[src/rtl/pulse_pkg.sv]
// Shared types and helpers for the pulse train generator.
package pulse_pkg;

    // Phases of one output pulse; LOW doubles as the mandatory gap.
    typedef enum logic [1:0] {
        IDLE = 2'd0,
        HIGH = 2'd1,
        LOW  = 2'd2
    } state_t;

    // Counter preload for a phase of `len` cycles, with 0 meaning 1.
    // The counter runs preload..0, so the phase lasts preload+1 cycles.
    function automatic logic [31:0] len_to_load(input logic [31:0] len);
        if (len == 32'd0) begin
            return 32'd0;
        end
        return len - 32'd1;
    endfunction

endpackage

[src/rtl/pulse_len_counter.sv]
// Loadable down-counter that times the HIGH and LOW phases.
// It stops at zero and reports zero combinationally.
module pulse_len_counter #(
    parameter int LEN_WIDTH = 8
) (
    input  logic                 clock,
    input  logic                 reset_n,
    input  logic                 load,
    input  logic [LEN_WIDTH-1:0] load_val,
    input  logic                 dec,
    output logic                 zero
);

    logic [LEN_WIDTH-1:0] cnt;

    // Count register: a load takes priority over a decrement.
    // NOTE: sequential state uses <= so every register samples pre-edge values.
    always_ff @(posedge clock or negedge reset_n) begin
        if (!reset_n) begin
            cnt <= '0;
        end else if (load) begin
            cnt <= load_val;
        end else if (dec && (cnt != '0)) begin
            cnt <= cnt - 1'b1;
        end
    end

    assign zero = (cnt == '0);

endmodule

[src/rtl/pulse_train_gen.sv]
// Turns single-cycle requests into pulses of programmable width, each
// followed by a programmable low gap. Requests that arrive while a pulse
// is running are queued in a saturating pending counter.
module pulse_train_gen
    import pulse_pkg::*;
#(
    parameter int LEN_WIDTH  = 8,
    parameter int PEND_WIDTH = 4
) (
    input  logic                  clock,
    input  logic                  reset_n,
    input  logic                  p_in,
    input  logic [LEN_WIDTH-1:0]  high_len,
    input  logic [LEN_WIDTH-1:0]  low_len,
    input  logic                  clr_ovf,
    output logic                  p_out,
    output logic                  busy,
    output logic [PEND_WIDTH-1:0] pending,
    output logic                  overflow
);

    localparam logic [PEND_WIDTH-1:0] PEND_MAX = '1;

    state_t               state;
    state_t               next_state;

    logic                 cnt_load;
    logic [LEN_WIDTH-1:0] cnt_load_val;
    logic                 cnt_dec;
    logic                 cnt_zero;

    logic [LEN_WIDTH-1:0] high_load;
    logic [LEN_WIDTH-1:0] low_load;

    logic                 start_req;
    logic                 consume;
    logic                 drop;

    // Lengths are only used at phase entry, so a change mid-phase lands
    // on the next phase of that kind.
    assign high_load = LEN_WIDTH'(len_to_load(32'(high_len)));
    assign low_load  = LEN_WIDTH'(len_to_load(32'(low_len)));

    // A new pulse may start if one is queued or one arrives right now.
    assign start_req = (pending != '0) || p_in;

    // A request is lost only when it can neither start nor be queued.
    assign drop = p_in && !consume && (pending == PEND_MAX);

    pulse_len_counter #(
        .LEN_WIDTH(LEN_WIDTH)
    ) u_len_counter (
        .clock    (clock),
        .reset_n  (reset_n),
        .load     (cnt_load),
        .load_val (cnt_load_val),
        .dec      (cnt_dec),
        .zero     (cnt_zero)
    );

    // Next-state logic: sequence HIGH -> LOW and chain straight into the
    // next pulse from the end of LOW when work is waiting.
    // NOTE: every output gets a default first so no path infers a latch.
    always_comb begin
        next_state   = state;
        cnt_load     = 1'b0;
        cnt_load_val = '0;
        cnt_dec      = 1'b0;
        consume      = 1'b0;
        unique case (state)
            IDLE: begin
                if (start_req) begin
                    next_state   = HIGH;
                    cnt_load     = 1'b1;
                    cnt_load_val = high_load;
                    consume      = 1'b1;
                end
            end
            HIGH: begin
                if (!cnt_zero) begin
                    cnt_dec = 1'b1;
                end else begin
                    next_state   = LOW;
                    cnt_load     = 1'b1;
                    cnt_load_val = low_load;
                end
            end
            LOW: begin
                if (!cnt_zero) begin
                    cnt_dec = 1'b1;
                end else if (start_req) begin
                    next_state   = HIGH;
                    cnt_load     = 1'b1;
                    cnt_load_val = high_load;
                    consume      = 1'b1;
                end else begin
                    next_state = IDLE;
                end
            end
            default: begin
                next_state = IDLE;
            end
        endcase
    end

    // State register with registered, glitch-free pulse and busy outputs.
    always_ff @(posedge clock or negedge reset_n) begin
        if (!reset_n) begin
            state <= IDLE;
            p_out <= 1'b0;
            busy  <= 1'b0;
        end else begin
            state <= next_state;
            p_out <= (next_state == HIGH);
            busy  <= (next_state != IDLE);
        end
    end

    // Pending queue depth and sticky overflow; a request that starts a
    // pulse in the same cycle passes straight through without queueing.
    always_ff @(posedge clock or negedge reset_n) begin
        if (!reset_n) begin
            pending  <= '0;
            overflow <= 1'b0;
        end else begin
            if (p_in && !consume && !drop) begin
                pending <= pending + 1'b1;
            end else if (!p_in && consume) begin
                pending <= pending - 1'b1;
            end

            if (drop) begin
                overflow <= 1'b1;
            end else if (clr_ovf) begin
                overflow <= 1'b0;
            end
        end
    end

endmodule

[config.mk]
export PLATFORM = sky130hd
export DESIGN_NAME = pulse_train_gen
export DESIGN_NICKNAME = d
export VERILOG_FILES = /design/src/rtl/pulse_pkg.sv /design/src/rtl/pulse_len_counter.sv /design/src/rtl/pulse_train_gen.sv
export SDC_FILE = /design/constraint.sdc
export NUM_CORES = 1
export LEC_CHECK = 0
export ABC_AREA = 1
export BUFFER_PORTS_ARGS = -buffer_cell sky130_fd_sc_hd__buf_2
export CORE_ASPECT_RATIO = 1.1
export CORE_MARGIN = 1
export CORE_UTILIZATION = 35
export DETAILED_ROUTE_END_ITERATION = 10
export HOLD_SLACK_MARGIN = 0.08
export SYNTH_ARGS = -nofsm -noshare
export SYNTH_HDL_FRONTEND = slang
export SYNTH_SLANG_ARGS = --single-unit
[constraint.sdc]
create_clock -name clock -period 2.1 [get_ports clock]
set_clock_uncertainty 0.1 [all_clocks]
set_input_delay 0.105 -clock clock [delete_from_list [all_inputs] [get_ports clock]]
set_output_delay 0.105 -clock clock [all_outputs]
set_load 0.005 [all_outputs]
==> run metrics <==
status complete, no violations; post-synthesis register bit count 17; Max Cap Viol 0; CP endpoint kind register; Die Y about 72 um; Fillers 445; CTS Buffer Depth 2; final worst-path cycle share 99.04%; initial antenna violation count 0; register area 425.4 sq um; DR vias 1494; CTS tree yes; Tmin final 2080 ps; GPL Wtd Cong slightly above 0.8; final setup vio count 0; # clock sinks 17; worst-margin pin slew around 380 ps; worst hold stages 3; fin util 48.55%; syn_nets roughly 250; Worst path slowest cell dfrtp_1; Synth area leader dfrtp_1; syn_area_per_cell approximately 7.4 sq um; Antenna Cells 0; pwr dens roughly 1300 nW/um^2; wire length per cell 11.58 um; DRT iter0 DRCs 35; synth top area cells dfrtp_1 27%, ha_1 9.5%, inv_1 9.0%; Worst EP arrival around 2100 ps; Final WS setup about 20 ps; first-pass GRT wire length approximately 6200 um; Syn. warnings 0; sequential fraction of the synthesis area between 20% and 30%; vias in the first global route ~1400; DIE AREA roughly 4800 sq um; WL final ~3700 um; clk_lat worst skew between 200 and 300 ps; startpoint types register; Post-synth EDFFs 0; dominant synthesized flop cell dfrtp_1; IO Count 27; clk root buf clkbuf_8; Vias/cell around 4.6; core area between 4000 and 5000 sq um; Port-buffer cells 26; DRC Markers 0; DRT Pass-1 Iters 4; Synth cell types 30; Buf+Inv Stages, Crit Path 3; Post-Syn Area 1580 sq um; Slew HR between 70 and 80%; Final Hold Viols 0; Reg clk slew, reported paths 70 ps; crit path kind register to register; Initial Util a little over a third; Top delay family on crit path simple AND/OR/NAND/NOR gates; crit path max fanout 3; static leakage power 1.083 nW; FMAX just under 0.5 GHz; Final Max Tran Viols 0; share of the synthesized area in the top cell type 26.92%; Peak VDD IR between 0.3 and 0.4 mV; Congestion Overflow GR 0; HPWL Detailed 2797 um; Crit path largest cell delay roughly 400 ps; Hold WC Path Type input port to register; CTS Buf Count 3; reg2reg path depth 16; largest net degree at the start of global routing 18; Post-DRT Antenna Nets 0; Async SR Flop Fraction between 90% and 100%; row cnt 25; post-place setup slack -4.625 ps; multi-input logic area 1065 sq um; share of cells above drive strength 1 a little under a third; H-tree depth 1; P&R area growth vs syn 32.62%; Tot GR Track Use 16.94%; die width about 66 um; RSZ-0062 raised after global routing true; Cells after Synth ~210; critical path, cell by cell inv_2, ha_4, nand2_4, nor2_8, nand3_4, nand2_4, inv_4, nand3_4, ha_4, nand2_2, nand2_2, a31oi_4, inv_1, nand2_1, nand2_1, xnor2_1; WP depth 16; # nets final 303; Required @ worst endpoint between 2000 and 2500 ps
[worst min-delay path, stage by stage]
cell     delay, ps
buf_2          120
inv_1          100
o32ai_1        100
[layout make-up]
type                    count  area share [%]
clock buffers               3           1.970
clock inverters             1          0.2388
inverters                  41           7.463
multi-input cells         155           50.81
flip-flops and latches     17           20.30
well taps                  54           3.224
repair buffers             52           16.00
[per-layer routing]
metal | GRT usage, % | vias to the layer above | share of wire, %
li1 | - | 788 | -
met1 | 20.97 | 668 | 44
met2 | 29.82 | 34 | 52
met3 | 1.572 | 4 | 2.9
met4 | 6.856 | 0 | 1.5
met5 | 0 | - | 0
[where the power goes]
| part | internal, mW | switching, mW |
|---|---|---|
| Clock | 0.132 | 0.121 |
| Combinational | 0.850 | 1.02 |
| Sequential | 0.493 | 0.119 |
| Total | 1.47 | 1.26 |
[final timing paths]
| kind | start | to | slack, ps |
|---|---|---|---|
| setup / recovery | u_len_counter.cnt[1] | pending[3] | 20 |
| hold / removal | p_in | overflow | 120 |
| setup reg to reg | u_len_counter.cnt[1] | pending[3] | 20 |
| hold reg to reg | overflow | overflow | 440 |
| max in group asynchronous | reset_n | p_out | 1430 |
| min in group asynchronous | reset_n | u_len_counter.cnt[4] | 200 |
[cell families (layout without fill, tap and decap cells)]
logic type | count (synthesis) | after routing | synth area share, %
compound gates | 26 | 26 | 10.14
xor+xnor | 15 | 15 | 8.313
fa+ha+maj | 13 | 13 | 10.77
buf+inv | 42 | 97 | 10.45
flops | 17 | 17 | 26.92
simple gates | 101 | 101 | 33.41
[what timing repair did]
item,in CTS,in global routing
pin swaps,1,13
endpoints found under the setup margin,1,3
setup buffers,5,8
hold buffers,4,0
endpoints found under the hold margin,19,0
resized for setup,1,7
[sequential cells by signal (all words and copies together), names as in the netlist]
signal / cells
u_len_counter.cnt: 8
pending: 4
state: 2
busy: 1
overflow: 1
p_out: 1
[synth_stat cells (all sizes together), types with 3 or more instances]
master	n
xnor2	4
nor2	28
inv	41
o21ai	17
nand3	21
ha	12
nand4	7
nand2	42
a21oi	3
dfrtp	17
xor2	11
[through the flow]
step / power (mW) / setup TNS, ps / cell area (sq um) / hold slack, ps / instances
5_1_grt: 2.991 / -148.3 / 2096 / 134.9 / 323
3_5_place_dp: 2.165 / -4.625 / 1879 / -35.82 / 302
2_1_floorplan: 1.740 / 0 / 1625 / -290.6 / 214
6_report: 2.735 / 0 / 2096 / 115.2 / 323
3_3_place_gp: 2.148 / 0 / 1879 / -36.50 / 302
4_1_cts: 2.507 / 0 / 2006 / 118.3 / 315
[cell usage in the layout, fill, tap and decap left out]
master         Yosys  layout
inv_1             38      36
nand2_1           35      32
buf_2              0      26
nor2_1            23      22
buf_4              0      22
nand3_1           17      17
dfrtp_1           17      17
o21ai_0           12      12
xor2_1            11      11
ha_1              12       9
nand4_1            7       7
nand2_2            4       6
inv_2              3       4
nor2_4             2       4
nand2_4            3       4
o21ai_1            4       4
xnor2_1            4       4
dlygate4sd3_1      0       4
clkbuf_8           0       3
nand3_2            3       2
nand3_4            1       2
o22ai_1            2       2
nand3b_1           2       2
a21oi_2            2       2
ha_4               0       2
nor2_8             1       1
inv_4              0       1
o21ai_4            1       1
nor2_2             2       1
a31oi_1            2       1
nor3_1             1       1
o211ai_1           1       1
a31oi_4            0       1
o32ai_1            1       1
a21oi_1            1       1
fa_1               1       1
ha_2               0       1
clkinv_2           0       1
Power figures use the tool's default switching activity.
